## src/rtl/axis_mux_pkg.sv

```systemverilog
// Shared types for the N-input stream mux: arbiter states and mode selectors.
// The beat struct lives in axis_mux_n because its field widths come from that module's parameters.
package axis_mux_pkg;

    typedef enum logic {
        IDLE = 1'b0,
        LOCK = 1'b1
    } arb_state_e;

    localparam int MODE_SEL = 0;
    localparam int MODE_RR  = 1;

endpackage

```

## src/rtl/axis_skid_reg.sv

```systemverilog
// Main + skid output register for a valid/ready stream, latency 1, full throughput.
// o_s_rdy comes only from the skid flop, so upstream never sees i_m_rdy combinationally.
module axis_skid_reg #(
    parameter int W = 8
) (
    input  logic         clk,
    input  logic         rst_n,
    input  logic         i_s_vld,
    output logic         o_s_rdy,
    input  logic [W-1:0] i_s_dat,
    output logic         o_m_vld,
    input  logic         i_m_rdy,
    output logic [W-1:0] o_m_dat
);

    logic         r_main_vld;
    logic         r_skid_vld;
    logic [W-1:0] r_main_dat;
    logic [W-1:0] r_skid_dat;
    logic         w_acc;
    logic         w_main_free;

    assign o_s_rdy     = !r_skid_vld;
    assign w_acc       = i_s_vld && !r_skid_vld;
    assign w_main_free = !r_main_vld || i_m_rdy;
    assign o_m_vld     = r_main_vld;
    assign o_m_dat     = r_main_dat;

    always_ff @(posedge clk or negedge rst_n) begin
        if (!rst_n) begin
            r_main_vld <= 1'b0;
            r_skid_vld <= 1'b0;
            r_main_dat <= '0;
            r_skid_dat <= '0;
        end else if (w_main_free) begin
            // A full skid blocks new accepts, so it only ever refills main here.
            if (r_skid_vld) begin
                r_main_vld <= 1'b1;
                r_main_dat <= r_skid_dat;
                r_skid_vld <= 1'b0;
            end else begin
                r_main_vld <= w_acc;
                if (w_acc) begin
                    r_main_dat <= i_s_dat;
                end
            end
        end else if (w_acc) begin
            r_skid_vld <= 1'b1;
            r_skid_dat <= i_s_dat;
        end
    end

endmodule

```

## src/rtl/axis_mux_n.sv

```systemverilog
// N:1 AXI-Stream mux with packet-locked grant (external select or round-robin), latency 1 beat.
// Backpressure absorbed by a skid stage; s_tready depends on valids and registered state only.
module axis_mux_n
    import axis_mux_pkg::*;
#(
    parameter int NUM_CH = 4,
    parameter int DW     = 8,
    parameter int MODE   = 0,
    parameter int IDW    = $clog2(NUM_CH)
) (
    input  logic                 clk,
    input  logic                 rst,
    input  logic [IDW-1:0]       sel,
    input  logic [NUM_CH*DW-1:0] s_tdata,
    input  logic [NUM_CH-1:0]    s_tvalid,
    input  logic [NUM_CH-1:0]    s_tlast,
    output logic [NUM_CH-1:0]    s_tready,
    output logic [DW-1:0]        m_tdata,
    output logic                 m_tvalid,
    output logic                 m_tlast,
    output logic [IDW-1:0]       m_tid,
    input  logic                 m_tready,
    output logic                 busy
);

    typedef struct packed {
        logic [DW-1:0]  data;
        logic           last;
        logic [IDW-1:0] id;
    } beat_t;

    arb_state_e     r_state;
    logic [IDW-1:0] r_lock_ch;
    logic [IDW-1:0] r_ptr;
    logic           r_rdy_en;

    logic [IDW-1:0] w_cand;
    logic           w_cand_ok;
    logic           w_skid_rdy;
    logic           w_acc;
    beat_t          w_beat;
    beat_t          w_out;

    always_comb begin
        w_cand    = '0;
        w_cand_ok = 1'b0;
        if (r_state == LOCK) begin
            w_cand    = r_lock_ch;
            w_cand_ok = 1'b1;
        end else if (MODE == MODE_SEL) begin
            for (int i = 0; i < NUM_CH; i++) begin
                if (IDW'(i) == sel && s_tvalid[i]) begin
                    w_cand    = IDW'(i);
                    w_cand_ok = 1'b1;
                end
            end
        end else begin
            // Lowest index wins in each pass; channels above ptr override the wrapped ones.
            for (int i = NUM_CH - 1; i >= 0; i--) begin
                if (s_tvalid[i] && IDW'(i) <= r_ptr) begin
                    w_cand    = IDW'(i);
                    w_cand_ok = 1'b1;
                end
            end
            for (int i = NUM_CH - 1; i >= 0; i--) begin
                if (s_tvalid[i] && IDW'(i) > r_ptr) begin
                    w_cand    = IDW'(i);
                    w_cand_ok = 1'b1;
                end
            end
        end
    end

    always_comb begin
        s_tready = '0;
        w_beat   = '0;
        for (int i = 0; i < NUM_CH; i++) begin
            if (IDW'(i) == w_cand) begin
                s_tready[i] = w_cand_ok && r_rdy_en && w_skid_rdy;
                w_beat.data = s_tdata[i*DW +: DW];
                w_beat.last = s_tlast[i];
            end
        end
        w_beat.id = w_cand;
    end

    assign w_acc = |(s_tvalid & s_tready);

    always_ff @(posedge clk or negedge rst) begin
        if (!rst) begin
            r_state   <= IDLE;
            r_lock_ch <= '0;
            r_ptr     <= IDW'(NUM_CH - 1);
            r_rdy_en  <= 1'b0;
        end else begin
            r_rdy_en <= 1'b1;
            if (w_acc) begin
                if (r_state == IDLE) begin
                    if (!w_beat.last) begin
                        r_state   <= LOCK;
                        r_lock_ch <= w_cand;
                    end else if (MODE == MODE_RR) begin
                        r_ptr <= w_cand;
                    end
                end else if (w_beat.last) begin
                    r_state <= IDLE;
                    if (MODE == MODE_RR) begin
                        r_ptr <= r_lock_ch;
                    end
                end
            end
        end
    end

    axis_skid_reg #(
        .W($bits(beat_t))
    ) u_skid (
        .clk     (clk),
        .rst_n   (rst),
        .i_s_vld (w_acc),
        .o_s_rdy (w_skid_rdy),
        .i_s_dat (w_beat),
        .o_m_vld (m_tvalid),
        .i_m_rdy (m_tready),
        .o_m_dat (w_out)
    );

    assign m_tdata = w_out.data;
    assign m_tlast = w_out.last;
    assign m_tid   = w_out.id;
    assign busy    = (r_state == LOCK);

endmodule

```

## config.mk

```make
export PLATFORM = sky130hd
export DESIGN_NAME = axis_mux_n
export DESIGN_NICKNAME = d
export VERILOG_FILES = /design/src/rtl/axis_mux_pkg.sv /design/src/rtl/axis_skid_reg.sv /design/src/rtl/axis_mux_n.sv
export SDC_FILE = /design/constraint.sdc
export NUM_CORES = 1
export LEC_CHECK = 0
export ABC_AREA = 1
export BUFFER_PORTS_ARGS = -buffer_cell sky130_fd_sc_hd__buf_4
export CORE_ASPECT_RATIO = 0.5
export CORE_UTILIZATION = 30
export CTS_BUF_LIST = sky130_fd_sc_hd__clkbuf_4
export CTS_CLUSTER_SIZE = 28
export DETAILED_ROUTE_END_ITERATION = 12
export SYNTH_ARGS = -nofsm -noshare
export SYNTH_HDL_FRONTEND = slang
export SYNTH_HIERARCHICAL = 1
export SYNTH_SLANG_ARGS = --single-unit
export TNS_END_PERCENT = 10
```

## constraint.sdc

```tcl
create_clock -name clk -period 2.15 [get_ports clk]
set_input_delay 0.1075 -clock clk [delete_from_list [all_inputs] [get_ports clk]]
set_output_delay 0.1075 -clock clk [all_outputs]
set_load 0.03 [all_outputs]
```

==> summary.txt, run 1 <==
postcts setup bufs: 0
Clock transition at path regs: 0.16 ns
via count: 1,791
HP Class: primary input to register
CTS root buf: clkbuf_4
Lkg Pwr: 1.318 nW
top-count cell post-synth: nand2_1
reg2reg start: busy
max cap viols: 0
pin count of the biggest net entering global routing: 29
Crit path max-delay family: simple AND/OR/NAND/NOR gates
crit path max fanout: 11
# setup viols final: 0
RD Place Congestion: 0.7826
layout cells sized above 1: 0.3250
Netlist cell types: 22
CP bufs+invs: 4
H-tree Lvls: 1
clk sinks: 28
CORE AREA: 0.005610 mm2
final slew viol count: 0
ys flop type: dfrtp_1
Levels on crit path: 14
Fin. Hold Viols: 0
critical path arrival: 2.18 ns
post-synthesis register bit count: 28
syn_nets: 299
synthesized cell area: 0.001793 mm2
P_int: 1.728 mW
1st-iter DRT viols: 91
Required @ worst endpoint: 2.41 ns
CP peak stage delay: 0.39 ns
drt total wl: 4695 um
Final Cycle Share: 0.8942
gr usage total: 0.1639
DR WL/cell: 11.95 um
first-pass GRT wire length: 8293 um
post-synthesis sequential area ratio: 0.3908
Psw: 1.736 mW
drc violations: 4
Synth top cells by count: nand2_1 (142), dfrtp_1 (28), nand3_1 (20)
CP Capture Type: register
CTS buffer count: 3
ant diodes: 0
Critical Path Start Type: register
TritonRoute pass-1 iters: 8
RSZ-0062 raised after global routing: false
pwr/cell area: 1439 mW/mm2
Horiz. Die Dim: 111.3 um
Mapped Cells: 254
CTS tree: yes
initial antenna violation count: 0
Clock power frac: 0.103
Ports: 62
slowest CP cell: dfrtp_1
crit path kind: register to register
DRT antenna net count: 0
Final WS setup: 0.2276 ns
fin area: 0.002407 mm2
vias in the first global route: 1,769
Area Overhead vs Synth: 34.26%
FMAX: 0.5202 GHz
sw frac: 0.5012
fin util: 0.4291
Final nets: 366
Cell Chain, Critical Path: inv_2 -> or2_4 -> nand2_8 -> nand2_4 -> clkinv_4 -> nand3_2 -> nand2_2 -> inv_2 -> nand2_4 -> inv_1 -> nand2_1 -> nand2_1 -> nand2_1 -> nand2_1
top area cells in the synthesized netlist: dfrtp_1 (39%), nand2_1 (30%), nand3_1 (5.6%)
status: complete, but fails checks
worst slack, placed: 0.2120 ns
min Tclk post-route: 1.922 ns
die footprint: 0.006309 mm2
GRT overflow: 0
Layout Cells excl Fill: 393
skew final: 0.01104 ns
Synth area leader: dfrtp_1
register share of total power: 0.251
Post-synth EDFFs: 0
Skew-Pair Late Insertion Delay: 0.34 ns
failing checks: DRC
top cell type's share of synthesized area: 0.3908
DPL Wire Length: 3737 um
number of port buffers: 61
Die Ht: 56.67 um
Ys Warns: 6
peak supply drop: 0.0004433 V
Post-Place Cell Area: 0.002342 mm2
most frequent CP cell: nand2_1
R2R depth: 14
Logic pwr share: 0.646
HP Start: m_tready
Fin Setup TNS: 0 ns
clock buffer depth: 2
row cnt: 19
hold depth: 4
crit path from: busy
Avg Cell Area, Syn: 7.059 um2
Post-synth ARST share: 1.000
Cells after DPL: 388
drt via density: 4.557
Starting Density: 0.3196
[metal layers]
| layer | GRT usage | part of all wire |
|---|---|---|
| met4 | 0.01737 | 0 |
| met5 | 0 | 0 |
| met2 | 0.2848 | 0.48 |
| met3 | 0.02592 | 0.027 |
| met1 | 0.2233 | 0.50 |
[worst paths after layout]
check	to	slack (ns)
setup / recovery	u_skid/o_m_dat[1]	0.23
hold / removal	u_skid/r_skid_vld	0.07
setup reg to reg	u_skid/o_m_dat[1]	0.23
hold reg to reg	u_skid/r_skid_dat[4]	0.49
max in group asynchronous	u_skid/r_skid_dat[4]	1.68
min in group asynchronous	u_skid/r_skid_dat[7]	0.20
[logic make-up (layout without fill, tap and decap cells)]
group,after synthesis,count (layout),share of synthesized area
simple gates,202,202,0.5380
compound gates,2,2,0.007674
other cells,1,1,0.002092
flops,28,28,0.3908
buf+inv,21,87,0.06140
[area by class of cell]
type	instances	area, um2
timing repair buffer	69	520.5
fill	605	3203
sequential	28	700.7
multi-input combinational	205	984.7
inverter	14	57.56
clock buffer	3	22.52
clock inverter	1	30.03
tap	73	91.34
[worst register-to-register path: stages, from the launching register on]
cell	delay [ns]
dfrtp_1	0.39
inv_2	0.08
or2_4	0.26
nand2_8	0.11
nand2_4	0.07
clkinv_4	0.08
nand3_2	0.08
nand2_2	0.06
inv_2	0.04
nand2_4	0.08
inv_1	0.07
nand2_1	0.06
nand2_1	0.25
nand2_1	0.15
nand2_1	0.06
[metrics by stage]
stage / hold WS, ns / total power, mW
after CTS: 0.06715 / 3.489
after detailed placement: 0.05325 / 3.129
after global placement: 0.04894 / 3.101
after floorplan: -0.1881 / 2.482
final: 0.07486 / 3.465
after global routing: 0.08633 / 3.777
[state kept, by name, indices dropped and copies added (netlist names)]
signal / flops
r_lock_ch: 2
u_skid/r_skid_dat: 11
busy: 1
r_rdy_en: 1
u_skid/o_m_vld: 1
u_skid/r_skid_vld: 1
u_skid/o_m_dat: 11
[power by group through the flow]
| stage | Combinational [mW] | Sequential (mW) | Clock [mW] |
|---|---|---|---|
| global route | 2.50 | 0.899 | 0.381 |
| finish | 2.24 | 0.871 | 0.355 |
| detailed placement | 2.24 | 0.885 | 0 |
| global placement | 2.22 | 0.883 | 0 |
| CTS | 2.25 | 0.874 | 0.365 |
| floorplan | 1.38 | 1.10 | 0 |
[cell usage in the layout, fill, tap and decap left out, drive strengths merged, types with 2 or more instances in the layout]
| cell type | netlist | layout |
|---|---|---|
| nor2 | 12 | 12 |
| nand3 | 26 | 26 |
| nand2 | 151 | 151 |
| or2 | 2 | 2 |
| clkbuf | 0 | 3 |
| nor3 | 3 | 3 |
| dfrtp | 28 | 28 |
| inv | 13 | 13 |
| buf | 7 | 68 |
| nand4 | 8 | 8 |
[timing repair]
action,in CTS,in global routing
setup endpoints to repair,0,5
endpoints found under the hold margin,28,0
hold buffers,1,0
resized for setup,0,1
Note: power is estimated with default switching activity, not from simulation.
==> inputs of run 2 (changes only) <==
- ABC_AREA: 1 -> unset
==> run 2 against run 1 <==
The run ends with setup timing left; die area increased by 2.4%; critical path depth decreased by 7; sequential power increased by 5.5%; clock skew decreased by 0.0044 ns; register-to-register slack got worse by 0.28 ns; area after synthesis increased by 2.4%.
==> summary.txt, run 2 <==
post-synthesis sequential area ratio: 0.3815 (-0.009317)
drt via density: 4.748 (+4.2%)
CP bufs+invs: 2 (-2)
ys flop type: dfrtp_1
RSZ-0062 raised after global routing: true
Lkg Pwr: 1.298 nW (-1.5%)
status: complete, but fails checks
worst slack, placed: 0.02016 ns (-0.1918 ns)
CP Capture Type: register
max cap viols: 0 (unchanged)
most common cell after layout, fill and taps aside: buf_4
min Tclk post-route: 2.202 ns (+0.2797 ns)
drc violations: 0 (-4)
1st-iter DRT viols: 47 (-48%)
DRT antenna net count: 0 (unchanged)
FF-to-FF End: u_skid/r_skid_dat[9]
pin count of the biggest net entering global routing: 29 (unchanged)
synthesized cell area: 0.001837 mm2 (+2.4%)
fin util: 0.4642 (+0.03513)
ant diodes: 0 (unchanged)
H-tree Lvls: 1 (unchanged)
Fin Hold WS: 0.07725 ns (+0.002392 ns)
FMAX: 0.4541 GHz (-13%)
crit path kind: register to register
crit path from: busy
Final Cycle Share: 1.024 (+0.1301)
sw frac: 0.3843 (-0.1169)
internal reg-to-reg setup slack: -0.05 ns (-0.28 ns)
initial antenna violation count: 0 (unchanged)
CORE AREA: 0.005682 mm2 (+1.3%)
number of port buffers: 61 (unchanged)
Synth top cells by count: nand2_1 (40), dfrtp_1 (28), mux2_4 (18)
syn_nets: 221 (-26%)
Crit path max-delay family: compound AO/OA/AOI/OAI gates
CTS tree: yes
peak supply drop: 0.0005156 V (+16%)
HP Class: primary input to register
Cell Chain, Critical Path: nand2b_4 -> o21a_4 -> buf_6 -> a311oi_4 -> nor3b_4 -> buf_6 -> mux2_4
CP peak stage delay: 0.46 ns (+0.07 ns)
skew final: 0.006641 ns (-0.004401 ns)
GRT overflow: 0 (unchanged)
Layout Cells excl Fill: 322 (-18%)
Critical Path Start Type: register
top cell type's share of synthesized area: 0.3815 (-0.009317)
gr usage total: 0.1459 (-0.01801)
Ports: 62 (unchanged)
Fin. Hold Viols: 0 (unchanged)
end point of the critical path: u_skid/r_skid_dat[9]
Clock power frac: 0.103 (about the same)
post-synthesis register bit count: 28 (unchanged)
Post-synth ARST share: 1.000 (unchanged)
Skew-Pair Late Insertion Delay: 0.33 ns (about the same)
layout cells sized above 1: 0.5382 (+0.2132)
TritonRoute pass-1 iters: 4 (-4)
P_int: 2.070 mW (+20%)
Avg Cell Area, Syn: 10.44 um2 (+48%)
clock buffer depth: 2 (unchanged)
Ys Warns: 6 (unchanged)
DPL Wire Length: 3446 um (-7.8%)
slowest CP cell: dfrtp_2
final slew viol count: 0 (unchanged)
pwr/cell area: 1275 mW/mm2 (-11%)
Final WS setup: -0.05209 ns (-0.2797 ns)
drt total wl: 4601 um (-2.0%)
Mapped Cells: 176 (-31%)
Required @ worst endpoint: 2.38 ns (-0.03 ns)
Synth area leader: dfrtp_1
# setup viols final: 11 (+11)
Fin Setup TNS: -0.3564 ns (-0.3564 ns)
top area cells in the synthesized netlist: dfrtp_1 (38%), mux2_4 (15%), mux2_2 (9.2%)
Horiz. Die Dim: 112.7 um (+1.2%)
die footprint: 0.006459 mm2 (+2.4%)
crit path max fanout: 7 (-4)
Cells after DPL: 315 (-19%)
hold depth: 3 (-1)
first-pass GRT wire length: 7500 um (-9.6%)
Logic pwr share: 0.624 (-0.022)
Area Overhead vs Synth: 43.60%
Clock transition at path regs: 0.15 ns (about the same)
R2R depth: 7 (-7)
Netlist cell types: 37 (+68%)
CTS root buf: clkbuf_4
Levels on crit path: 7 (-7)
vias in the first global route: 1,518 (-14%)
register share of total power: 0.273 (+0.022)
row cnt: 19 (unchanged)
clk sinks: 28 (unchanged)
via count: 1,529 (-15%)
failing checks: setup timing
RD Place Congestion: 0.8748 (+12%)
Starting Density: 0.3233 (+0.003696)
Final nets: 295 (-19%)
reg2reg start: busy
Psw: 1.292 mW (-26%)
critical path arrival: 2.43 ns (+0.25 ns)
Die Ht: 57.33 um (+1.2%)
most frequent cells in the layout: buf_4 (74), nand2_1 (39), mux2_4 (29)
CTS buffer count: 3 (unchanged)
DR WL/cell: 14.29 um (+20%)
Fillers: 542 (-10%)
top-count cell post-synth: nand2_1
Post-synth EDFFs: 0 (unchanged)
most frequent CP cell: buf_6
## run 2: timing repair
action                                  4_1_cts  5_1_grt
hold buffers                                  1        0
endpoints found under the setup margin        3       24
buffers inserted                              0        2
gates resized for setup                       2       10
pin swaps                                     0        1
endpoints found under the hold margin        28        0
## run 2: final cells by class
cell class / count / area, um2 / share of cell area
clock buffer: 3 / 22.52 / 0.008539
clock inverter: 1 / 30.03 / 0.01139
inverter: 6 / 32.53 / 0.01233
multi-input combinational: 132 / 1140 / 0.4322
sequential: 28 / 701.9 / 0.2661
tap: 73 / 91.34 / 0.03463
timing repair buffer: 79 / 619.3 / 0.2348
## run 2: through the flow
step | instance area, um2 | total power [mW]
after floorplan | 1901 | 2.310
after global placement | 2496 | 2.896
after detailed placement | 2496 | 2.924
after CTS | 2566 | 3.290
after global routing | 2638 | 3.568
final | 2638 | 3.363
## run 2: cells by family after synthesis
family	synth area share
DFF	0.3815
other	0.002042
and+or+nand+nor	0.1812
AOI/OAI and AO/OA	0.1158
buffers and inverters	0.05177
muxes	0.2677
## run 2: how the worst min path moves through the flow
stage / from / to / slack (ns)
2_1_floorplan: rst / busy / -0.19
3_3_place_gp: rst / u_skid/o_m_dat[4] / 0.04
3_5_place_dp: rst / u_skid/o_m_dat[3] / 0.05
4_1_cts: m_tready / u_skid/r_skid_vld / 0.05
5_1_grt: m_tready / u_skid/r_skid_vld / 0.07
6_report: m_tready / u_skid/r_skid_vld / 0.08
## run 2: power by group through the flow
stage / Clock [mW] / Combinational, mW / Sequential, mW
2_1_floorplan: 0 / 1.17 / 1.14
3_3_place_gp: 0 / 1.97 / 0.922
3_5_place_dp: 0 / 2.00 / 0.925
4_1_cts: 0.358 / 2.01 / 0.918
5_1_grt: 0.376 / 2.24 / 0.951
6_report: 0.345 / 2.10 / 0.919
## run 2: worst reg2reg max path, stage by stage (launching register included)
cell      delay [ns]
dfrtp_2         0.46
nand2b_4        0.15
o21a_4          0.20
buf_6           0.14
a311oi_4        0.35
nor3b_4         0.31
buf_6           0.19
mux2_4          0.31
## run 2: layer usage
metal / vias to the layer above / share of wire / global-route usage / routed length [um]
met1: 750 / 0.47 / 0.2031 / 2184
met5: - / 0 / 0 / 0
met4: 0 / 0.0037 / 0.01714 / 17
met2: 16 / 0.50 / 0.2460 / 2305
li1: 761 / - / - / -
met3: 2 / 0.020 / 0.02657 / 94
